`src/rtl/module_input_conditioner.sv`:
```
// Input conditioner: synchronises and debounces the slide switches and push-button,
// then turns each accepted button press into a single-cycle clock-enable strobe.
module module_input_conditioner #(
  parameter int WIDTH           = 4,
  parameter int SYNC_STAGES     = 2,
  parameter int DEBOUNCE_CYCLES = 100000
) (
  input  logic             clk,
  input  logic             rst,
  input  logic [WIDTH-1:0] sw_raw,
  input  logic             btn_raw,
  output logic [WIDTH-1:0] dp_i,
  output logic             dp_ce,
  output logic             btn_db
);

  localparam int N  = WIDTH + 1;
  localparam int CW = $clog2(DEBOUNCE_CYCLES);
  localparam logic [CW-1:0] CNT_MAX = CW'(DEBOUNCE_CYCLES - 1);

  typedef enum logic {
    ST_IDLE,
    ST_PRESSED
  } state_t;

  logic [N-1:0] w_raw;
  logic [N-1:0] w_sync;
  logic [N-1:0] w_stable;
  logic [N-1:0] r_sync [SYNC_STAGES];

  state_t r_state;
  state_t w_state_next;
  logic   r_ce;
  logic   w_ce_next;

  // Button rides along as the top bit so it shares the same sync/debounce path.
  assign w_raw  = {btn_raw, sw_raw};
  assign w_sync = r_sync[SYNC_STAGES-1];

  always_ff @(posedge clk) begin
    if (rst) begin
      for (int i = 0; i < SYNC_STAGES; i++) begin
        r_sync[i] <= '0;
      end
    end else begin
      r_sync[0] <= w_raw;
      for (int i = 1; i < SYNC_STAGES; i++) begin
        r_sync[i] <= r_sync[i-1];
      end
    end
  end

  generate
    for (genvar gi = 0; gi < N; gi++) begin : g_db
      logic [CW-1:0] r_cnt;
      logic          r_stable;

      // Any cycle that agrees with the accepted level restarts the count.
      always_ff @(posedge clk) begin
        if (rst) begin
          r_cnt    <= '0;
          r_stable <= 1'b0;
        end else if (w_sync[gi] == r_stable) begin
          r_cnt <= '0;
        end else if (r_cnt == CNT_MAX) begin
          r_stable <= w_sync[gi];
          r_cnt    <= '0;
        end else begin
          r_cnt <= r_cnt + CW'(1);
        end
      end

      assign w_stable[gi] = r_stable;
    end
  endgenerate

  always_ff @(posedge clk) begin
    if (rst) begin
      r_state <= ST_IDLE;
      r_ce    <= 1'b0;
    end else begin
      r_state <= w_state_next;
      r_ce    <= w_ce_next;
    end
  end

  always_comb begin
    w_state_next = r_state;
    w_ce_next    = 1'b0;
    case (r_state)
      ST_IDLE: begin
        if (w_stable[WIDTH]) begin
          w_state_next = ST_PRESSED;
          w_ce_next    = 1'b1;
        end
      end
      ST_PRESSED: begin
        if (!w_stable[WIDTH]) begin
          w_state_next = ST_IDLE;
        end
      end
      default: w_state_next = ST_IDLE;
    endcase
  end

  assign dp_i   = w_stable[WIDTH-1:0];
  assign btn_db = w_stable[WIDTH];
  assign dp_ce  = r_ce;

endmodule

```
`config.mk`:
```
export PLATFORM = sky130hd
export DESIGN_NAME = module_input_conditioner
export DESIGN_NICKNAME = d
export VERILOG_FILES = /design/src/rtl/module_input_conditioner.sv
export SDC_FILE = /design/constraint.sdc
export NUM_CORES = 1
export LEC_CHECK = 0
export ABC_AREA = 1
export BUFFER_PORTS_ARGS = -buffer_cell sky130_fd_sc_hd__buf_2
export CORE_MARGIN = 8
export CORE_UTILIZATION = 45
export DETAILED_ROUTE_END_ITERATION = 10
export HOLD_SLACK_MARGIN = 0.03
export PLACE_DENSITY_LB_ADDON = 0.08
export SLEW_MARGIN = 10
export SYNTH_ARGS = -nofsm -noshare
export SYNTH_HDL_FRONTEND = slang
export SYNTH_SLANG_ARGS = --single-unit
```
`constraint.sdc`:
```
create_clock -name clk -period 2.8 [get_ports clk]
set_input_delay 0.28 -clock clk [delete_from_list [all_inputs] [get_ports clk]]
set_output_delay 0.28 -clock clk [all_outputs]
set_load 0.01 [all_outputs]
```
* Word-level counts from Yosys, hierarchy flattened
Memories as Yosys holds them, arrays and structs flattened.
Index checks and enable logic that the tools add are counted.
** Word-level totals
- Register bits after elaboration :: 92
- Memory bits (writable) :: 10
- Input bits :: 7
- Word-level logic and storage cells :: 52
- Memories :: 1
** Cells by class
- Add/sub/neg operators :: 5
- Eq/ne operators :: 10
- Muxes and demuxes :: 6
- Bitwise gates (word level) :: 7
- Reduce and logical (&&, ||, !) cells :: 11
** Memories
- r_sync :: words 2, width 5, read ports 2, clocked after memory_dff 0, write ports 2, RTL line 29 : logic [N-1:0] r_sync [SYNC_STAGES];
** Operator list (number)
- adder 17 x 1 -> 17 bit, second input constant :: 5
- equality test 17 bit, second input constant :: 5
- OR reduction 3 bit :: 5
- 2-to-1 mux 5 bit :: 2
- AND reduction 2 bit :: 5
- equality test 1 bit :: 5
- inverter 1 bit :: 5
- 2-to-1 mux 1 bit :: 4
- bitwise OR 1 bit :: 2
- OR reduction 2 bit :: 1

* Logic depth before layout (Yosys ltp)
Gate-level depths: netlist (run 1).
- Depth in word-level cells :: 3
- Gate-level depth with buffers :: 9
- Gate-level depth less buffers :: 9

* Worst setup path before layout (run 1)
OpenSTA, ideal clock, no wires.
- Path kind :: register to register
- From :: register g_db[2].r_cnt[0]
- To :: register g_db[2].r_cnt[14]
- Arrival time :: 1.246 ns
- Slack :: 1.442 ns
- Cell stages (with the launch flop) :: 8
- Path buffers :: 1
- Clock period less this slack :: 1.358 ns
- Cells stage by stage :: dfxtp_1 > ha_1 > nand2_1 > nor2_4 > nand3_1 > o21bai_4 > buf_6 > nor2_1
** On the way
- Longest elaborated chain between the ends :: 2
** RTL lines
- start, declared :: RTL line 55 : logic [CW-1:0] r_cnt;
- start signal, assigned :: RTL line 69 : r_cnt <= r_cnt + CW'(1);
- parallel branches: the longest is 2 deep, another holds adder 17 x 1 -> 17 bit
Several ways; the timed one is not identified.
A chain may end at the register's enable or synchronous reset.

* Worst setup path in the final report (run 1)
- From :: register g_db[2].r_cnt[0]
- To :: register g_db[2].r_cnt[12]
The elaborated chain is that of the path after synthesis.

==> summary.txt, run 1 <==
Clock tree
  – Cts-stage hold buffer count: 0
  – Worst-path clk slew: 0.11 ns
  – CTS tree: done
  – Clk buf depth: 2
  – Resize count post-CTS: 0
  – Clock latency on the worst-skew pair: 0.39 ns
  – Post-CTS Setup Repair Bufs: 0
  – Clock sink count: 102
  – TritonCTS Buffers: 9
  – Root Driver: clkbuf_8
  – Max H-tree Level: 3

Global routing
  – Antenna violations before repair: 0
  – Largest net degree at the start of global routing: 22
  – Grt total ovfl: 0
  – Overall routing resource usage: 0.1411
  – Number of global-route vias before repair: 3963
  – First-pass GRT wire length: 17.22 mm

Synth
  – Cells after Synth: 750
  – Synth unique cells: 28
  – Flops & latches, synth: 102
  – Syn Nets: 762
  – Synthesis Warnings: 0
  – Synth Cell Area: 5049 µm²
  – Seq/Total Area, Yosys: 0.4045
  – Avg Cell Area, Syn: 6.731 µm²

Worst setup path
  – Startpoint types: flip-flop
  – Critical-path top delay cell: dfxtp_1
  – Max FO, Critical Path: 15
  – Crit Path Class: flip-flop to flip-flop
  – WP buf/inv: 0
  – Worst R2R Setup Slack: 1.23 ns
  – Crit path cell chain: ha_1, nand2_1, nor2_4, nand3_1, o21bai_4, nor2_1
  – Delay-heaviest family, CP: simple AND/OR/NAND/NOR gates
  – Worst path arrival time: 1.85 ns
  – Worst reg2reg path depth: 6
  – Reg2reg start: g_db[2].r_cnt[0]
  – Crit path required time: 3.07 ns
  – CP endpoint kind: flip-flop
  – R2R Path End: g_db[2].r_cnt[12]
  – Slowest stage delay, CP: 0.39 ns

Power
  – Gate power share: 0.015
  – Net Sw Frac: 0.2514
  – Clock power frac: 0.387
  – VDD IR max: 0.0003430 V
  – Pint: 1.833 mW
  – Sequential share of power: 0.598
  – Pwr/cell area: 453.1 nW/µm²
  – Static leakage: 1.838 nW
  – Net Sw Power: 0.6154 mW

Detailed routing
  – Final WL: 9.689 mm
  – DRT Pass-1 Iters: 4
  – ANT nets after route: 0
  – Via Count: 4256
  – DRC: 0
  – WL/cell: 10.68 µm
  – Vias per cell: 4.692
  – Initial drt markers: 221

Placement
  – Pre-CTS setup slack: 1.222 ns
  – DP HPWL: 7.364 mm
  – Final Wtd Congestion: 0.8287
  – Port bufs: 12

STA
  – Fin crit period: 1.573 ns
  – Clock skew: 0.01100 ns
  – RSZ-0062 raised after global routing: no
  – Slew Limit Fails: 0
  – Max Fclk: 635.6 MHz
  – Fin. Hold Viols: 0
  – Final Cycle Share: 0.5619
  – Slew @ Worst Pin: 0.4114 ns
  – Slew headroom: 0.7250
  – Final setup fails: 0
  – Setup TNS: 0 ns
  – Worst setup margin: 1.227 ns

Final layout
  – Fin util: 0.4962
  – Synthesis-to-finish area growth: 7.014%
  – Ratio of cells with drive above 1 in the final layout: 0.05867
  – Most frequent cells in the layout: nor2_1, nand2_1, dfxtp_1
  – Commonest non-fill, non-tap cell in the layout: nor2_1
  – Antenna Cells: 0
  – Fin nets: 774

Die
  – Number of core rows: 38
  – Die extent in y: 121.9 µm
  – I/O pins: 13
  – Total core area: 10890 µm²
  – Die width: 121.9 µm
  – Initial core utilization: 0.4637
  – Die ar.: 14860 µm²

Flow run
  – Max_cap viols: 0

Worst hold path
  – Hold Path Origin: sw_raw[3]
  – Hold depth: 3
  – HP Class: input port to flip-flop
  – Worst Hold Path EP: r_sync[0][3]

Status
  – Status: finished clean
-- metrics by stage --
step / instance area [µm²] / hold WS, ns / total power [mW] / instances
after detailed placement: 5185 / 0.3885 / 1.534 / 891
after CTS: 5403 / 0.05522 / 2.496 / 907
after global placement: 5185 / 0.3842 / 1.533 / 891
after global routing: 5403 / 0.06552 / 2.564 / 907
final: 5403 / 0.08236 / 2.448 / 907
after floorplan: 5049 / 0.3732 / 1.526 / 750
-- tightest hold or removal path, cell delays in order --
cell,delay [ns]
buf_2,0.07
inv_1,0.03
nor2_1,0.06
-- cell type report --
cell class / count / area, µm²
timing repair buffer: 12 / 60.06
multi-input combinational: 544 / 2559
clock inverter: 7 / 93.84
fill: 1129 / 5485
sequential: 102 / 2042
tap: 140 / 175.2
inverter: 93 / 349.1
clock buffer: 9 / 123.9
-- power groups by stage --
stage	logic, mW	registers (mW)	clock network [mW]
detailed placement	0.0373	1.50	0
global route	0.0429	1.47	1.06
finish	0.0361	1.46	0.948
global placement	0.0366	1.50	0
CTS	0.0374	1.46	0.994
floorplan	0.0299	1.50	0
-- worst max-delay path by stage --
stage / startpoint / endpoint / slack, ns / cells past startpoint
floorplan: g_db[2].r_cnt[0] / g_db[2].r_cnt[14] / 1.44 / 7
global placement: g_db[1].r_cnt[0] / g_db[1].r_cnt[11] / 1.30 / 6
detailed placement: g_db[2].r_cnt[0] / g_db[2].r_cnt[12] / 1.22 / 6
CTS: g_db[2].r_cnt[0] / g_db[2].r_cnt[12] / 1.21 / 6
global route: g_db[2].r_cnt[0] / g_db[2].r_cnt[12] / 1.06 / 6
finish: g_db[2].r_cnt[0] / g_db[2].r_cnt[12] / 1.23 / 6
-- layer usage --
layer / global-route usage / share of wire / up-vias
li1: - / - / 2304
met1: 0.1711 / 0.48 / 1896
met2: 0.2371 / 0.47 / 47
met3: 0.04304 / 0.034 / 9
met4: 0.03778 / 0.011 / 0
met5: 0 / 0 / -
-- cell families (layout without fill, tap and decap cells) --
family	after synthesis	after routing	synth area share
AND/OR/NAND/NOR	466	466	0.3799
adder cells (fa/ha/maj)	5	5	0.01239
AO/OA/AOI/OAI	28	28	0.03643
XOR/XNOR	45	45	0.07807
flip-flops	102	102	0.4045
buffers and inverters	104	121	0.08872
-- synth_stat cells (all sizes together) --
| cell | number | area (µm²) |
|---|---|---|
| or2 | 3 | 18.77 |
| dfxtp | 102 | 2042 |
| ha | 5 | 62.56 |
| xor2 | 34 | 297.8 |
| o21bai | 4 | 63.81 |
| nand3 | 45 | 235.2 |
| xnor2 | 11 | 96.34 |
| nand2 | 192 | 735.7 |
| nor2 | 205 | 799.5 |
| inv | 93 | 349.1 |
| and2 | 1 | 6.260 |
| buf | 11 | 98.83 |
| nand4 | 12 | 75.07 |
| a21oi | 14 | 70.07 |
| o21ai | 10 | 50.05 |
| nand3b | 3 | 22.52 |
| nor3 | 5 | 25.02 |
-- registers in the layout, indices dropped and copies added, names as in the netlist --
| signal | flops |
|---|---|
| dp_ce | 1 |
| g_db.r_stable | 4 |
| r_sync | 10 |
| btn_db | 1 |
| g_db.r_cnt | 85 |
| r_state | 1 |
Note: power is estimated with default switching activity, not from simulation.
==> inputs of run 2 (changes only) <==
- clock period: 2.8 -> 1.4 ns (I/O delays scaled with it)
==> run 2 against run 1 <==
  * Cell count up 3.2%
  * Combinational power increased to 3.4 times the previous value
  * First-iteration DRC count fell by 18%
  * Sequential share of layout area down 3.4 points
  * Setup slack worse by 1.2 ns
  * Sequential cell count stayed put
  * Worst hold slack better by 0.022 ns
  * Global-route usage rose by 0.13 points
  * Utilization is 5.5 points higher
  * Design area up 11%
  * Die area unchanged
==> summary.txt, run 2 (synthesis results as in run 1) <==
Clock tree
  – Clock latency on the worst-skew pair: 0.38 ns (about the same)
  – Worst-path clk slew: 0.11 ns (about the same)
  – TritonCTS Buffers: 9 (unchanged)
  – Max H-tree Level: 3 (unchanged)
  – CTS tree: done
  – Root Driver: clkbuf_8
  – Clk buf depth: 2 (unchanged)
  – Clock sink count: 102 (unchanged)

Worst setup path
  – Worst R2R Setup Slack: 0.006 ns (-1.22 ns)
  – Worst path arrival time: 1.68 ns (-0.17 ns)
  – CP endpoint kind: flip-flop
  – Reg2reg start: g_db[0].r_cnt[1]
  – Crit Path Class: flip-flop to flip-flop
  – Crit path cell chain: ha_4, nand2_4, nor2_4, nand3_4, o21bai_4, clkbuf_16, nor2_1
  – Crit path required time: 1.68 ns (-1.39 ns)
  – Max FO, Critical Path: 7 (-8)
  – Startpoint types: flip-flop
  – Worst reg2reg path depth: 7 (+1)
  – R2R Path End: g_db[0].r_cnt[1]
  – Critical-path top delay cell: dfxtp_2
  – Slowest stage delay, CP: 0.37 ns (-0.02 ns)

STA
  – Slew headroom: 0.6792 (-0.04576)
  – Final Cycle Share: 0.9961 (+0.4342)
  – Clock skew: 0.01128 ns (+0.0002769 ns)
  – Fin crit period: 1.394 ns (-0.1788 ns)
  – Slew @ Worst Pin: 0.4806 ns (+0.06922 ns)
  – RSZ-0062 raised after global routing: yes
  – Max Fclk: 717.1 MHz (+13%)
  – Final setup fails: 0 (unchanged)
  – Fin. Hold Viols: 0 (unchanged)
  – Slew Limit Fails: 0 (unchanged)

Final layout
  – Max reg flops: 85 (unchanged)
  – Antenna Cells: 0 (unchanged)
  – Ratio of cells with drive above 1 in the final layout: 0.1633 (+0.1046)
  – Commonest non-fill, non-tap cell in the layout: nand2_1
  – Largest Register: g_db.r_cnt
  – Most frequent cells in the layout: nand2_1, nor2_1, inv_1
  – Fin util: 0.5513 (+0.05505)
  – Fin nets: 803 (+3.7%)
  – Top flop regs: g_db.r_cnt: 85 flops, r_sync: 10 flops, g_db.r_stable: 4 flops
  – Filler cells: 1052 (-6.8%)
  – Synthesis-to-finish area growth: 18.88%

Die
  – Total core area: 10890 µm² (unchanged)
  – Die extent in y: 121.9 µm (unchanged)
  – Initial core utilization: 0.4637 (unchanged)
  – Number of core rows: 38 (unchanged)
  – Die width: 121.9 µm (unchanged)
  – I/O pins: 13 (unchanged)
  – Die ar.: 14860 µm² (unchanged)

Detailed routing
  – DRT Pass-1 Iters: 5 (+1)
  – WL/cell: 11.33 µm (+6.1%)
  – Final WL: 10.61 mm (+9.5%)
  – ANT nets after route: 0 (unchanged)
  – DRC: 0 (unchanged)
  – Initial drt markers: 182 (-18%)
  – Vias per cell: 4.725 (+0.70%)
  – Via Count: 4423 (+3.9%)

Global routing
  – Largest net degree at the start of global routing: 20 (-9.1%)
  – Grt total ovfl: 0 (unchanged)
  – First-pass GRT wire length: 17.43 mm (+1.2%)
  – Antenna violations before repair: 0 (unchanged)
  – Overall routing resource usage: 0.1424 (+0.001334)
  – Number of global-route vias before repair: 3987 (+0.61%)

Placement
  – Final Wtd Congestion: 0.8625 (+4.1%)
  – DP HPWL: 7.397 mm (+0.45%)
  – Port bufs: 12 (unchanged)

Power
  – Tot Pwr: 5.037 mW (+110%)
  – VDD IR max: 0.0007976 V (+130%)
  – Pwr/cell area: 839.2 nW/µm² (+85%)
  – Static leakage: 2.092 nW (+14%)

Worst hold path
  – Hold depth: 2 (-1)
  – Worst Hold Path EP: r_sync[0][7]
  – HP Class: input port to flip-flop
  – Hold Path Origin: rst

Flow run
  – Max_cap viols: 0 (unchanged)

Status
  – Status: finished clean
-- run 2: cell type report --
cell class,count,area [µm²],area share
inverter,93,349.1,0.05816
multi-input combinational,545,2826,0.4709
clock inverter,7,86.33,0.01438
sequential,102,2064,0.3440
tap,140,175.2,0.02918
clock buffer,9,123.9,0.02064
timing repair buffer,40,376.6,0.06275
-- run 2: timing repair --
item / in CTS / in global routing
pin swaps: 0 / 12
gates cloned: 0 / 4
buffers inserted: 0 / 6
hold buffers: 5 / 0
setup endpoints to repair: 44 / 87
hold endpoints to repair: 5 / 0
gates resized for setup: 4 / 79
-- run 2: worst max path at each step --
stage,cells past startpoint,slack (ns),startpoint,to
global route,7,-0.06,g_db[1].r_cnt[5],g_db[1].r_cnt[9]
CTS,7,0.005,g_db[2].r_cnt[1],g_db[2].r_cnt[11]
finish,7,0.006,g_db[0].r_cnt[1],g_db[0].r_cnt[1]
global placement,6,0.004,g_db[3].r_cnt[0],g_db[3].r_cnt[12]
floorplan,7,0.04,g_db[2].r_cnt[0],g_db[2].r_cnt[14]
detailed placement,7,-0.03,g_db[2].r_cnt[1],g_db[2].r_cnt[12]
-- run 2: power by group --
part	switching (mW)	total [mW]	internal, mW
logic	0.0635	0.123	0.0594
registers	0.0106	2.93	2.92
clock network	1.11	1.99	0.874
total	1.19	5.04	3.85
-- run 2: worst max-delay path, delay by kind of cell (launching register included) --
kind | cells | cell delay (ns)
AOI/OAI and AO/OA | 1 | 0.19
adders and majority gates | 1 | 0.16
buffers and inverters | 1 | 0.19
DFF | 1 | 0.37
and+or+nand+nor | 4 | 0.39
-- run 2: routing by layer --
metal	GRT usage	vias to the layer above	wire length, µm
met2	0.2272	60	4980
met4	0.04472	0	95
met1	0.1807	1990	5105
li1	-	2364	-
met5	0	-	0
met3	0.04257	9	427
-- run 2: metrics by stage --
| step | instances | hold slack [ns] | worst slack, ns | setup TNS (ns) | instance area [µm²] |
|---|---|---|---|---|---|
| 2_1_floorplan | 750 | 0.2470 | 0.04188 | 0 | 5049 |
| 3_3_place_gp | 906 | 0.3434 | 0.003752 | 0 | 5335 |
| 3_5_place_dp | 906 | 0.3507 | -0.03018 | -0.6140 | 5335 |
| 4_1_cts | 927 | 0.07134 | 0.005023 | 0 | 5617 |
| 5_1_grt | 936 | 0.07780 | -0.05627 | -1.035 | 6002 |
| 6_report | 936 | 0.1048 | 0.005520 | 0 | 6002 |
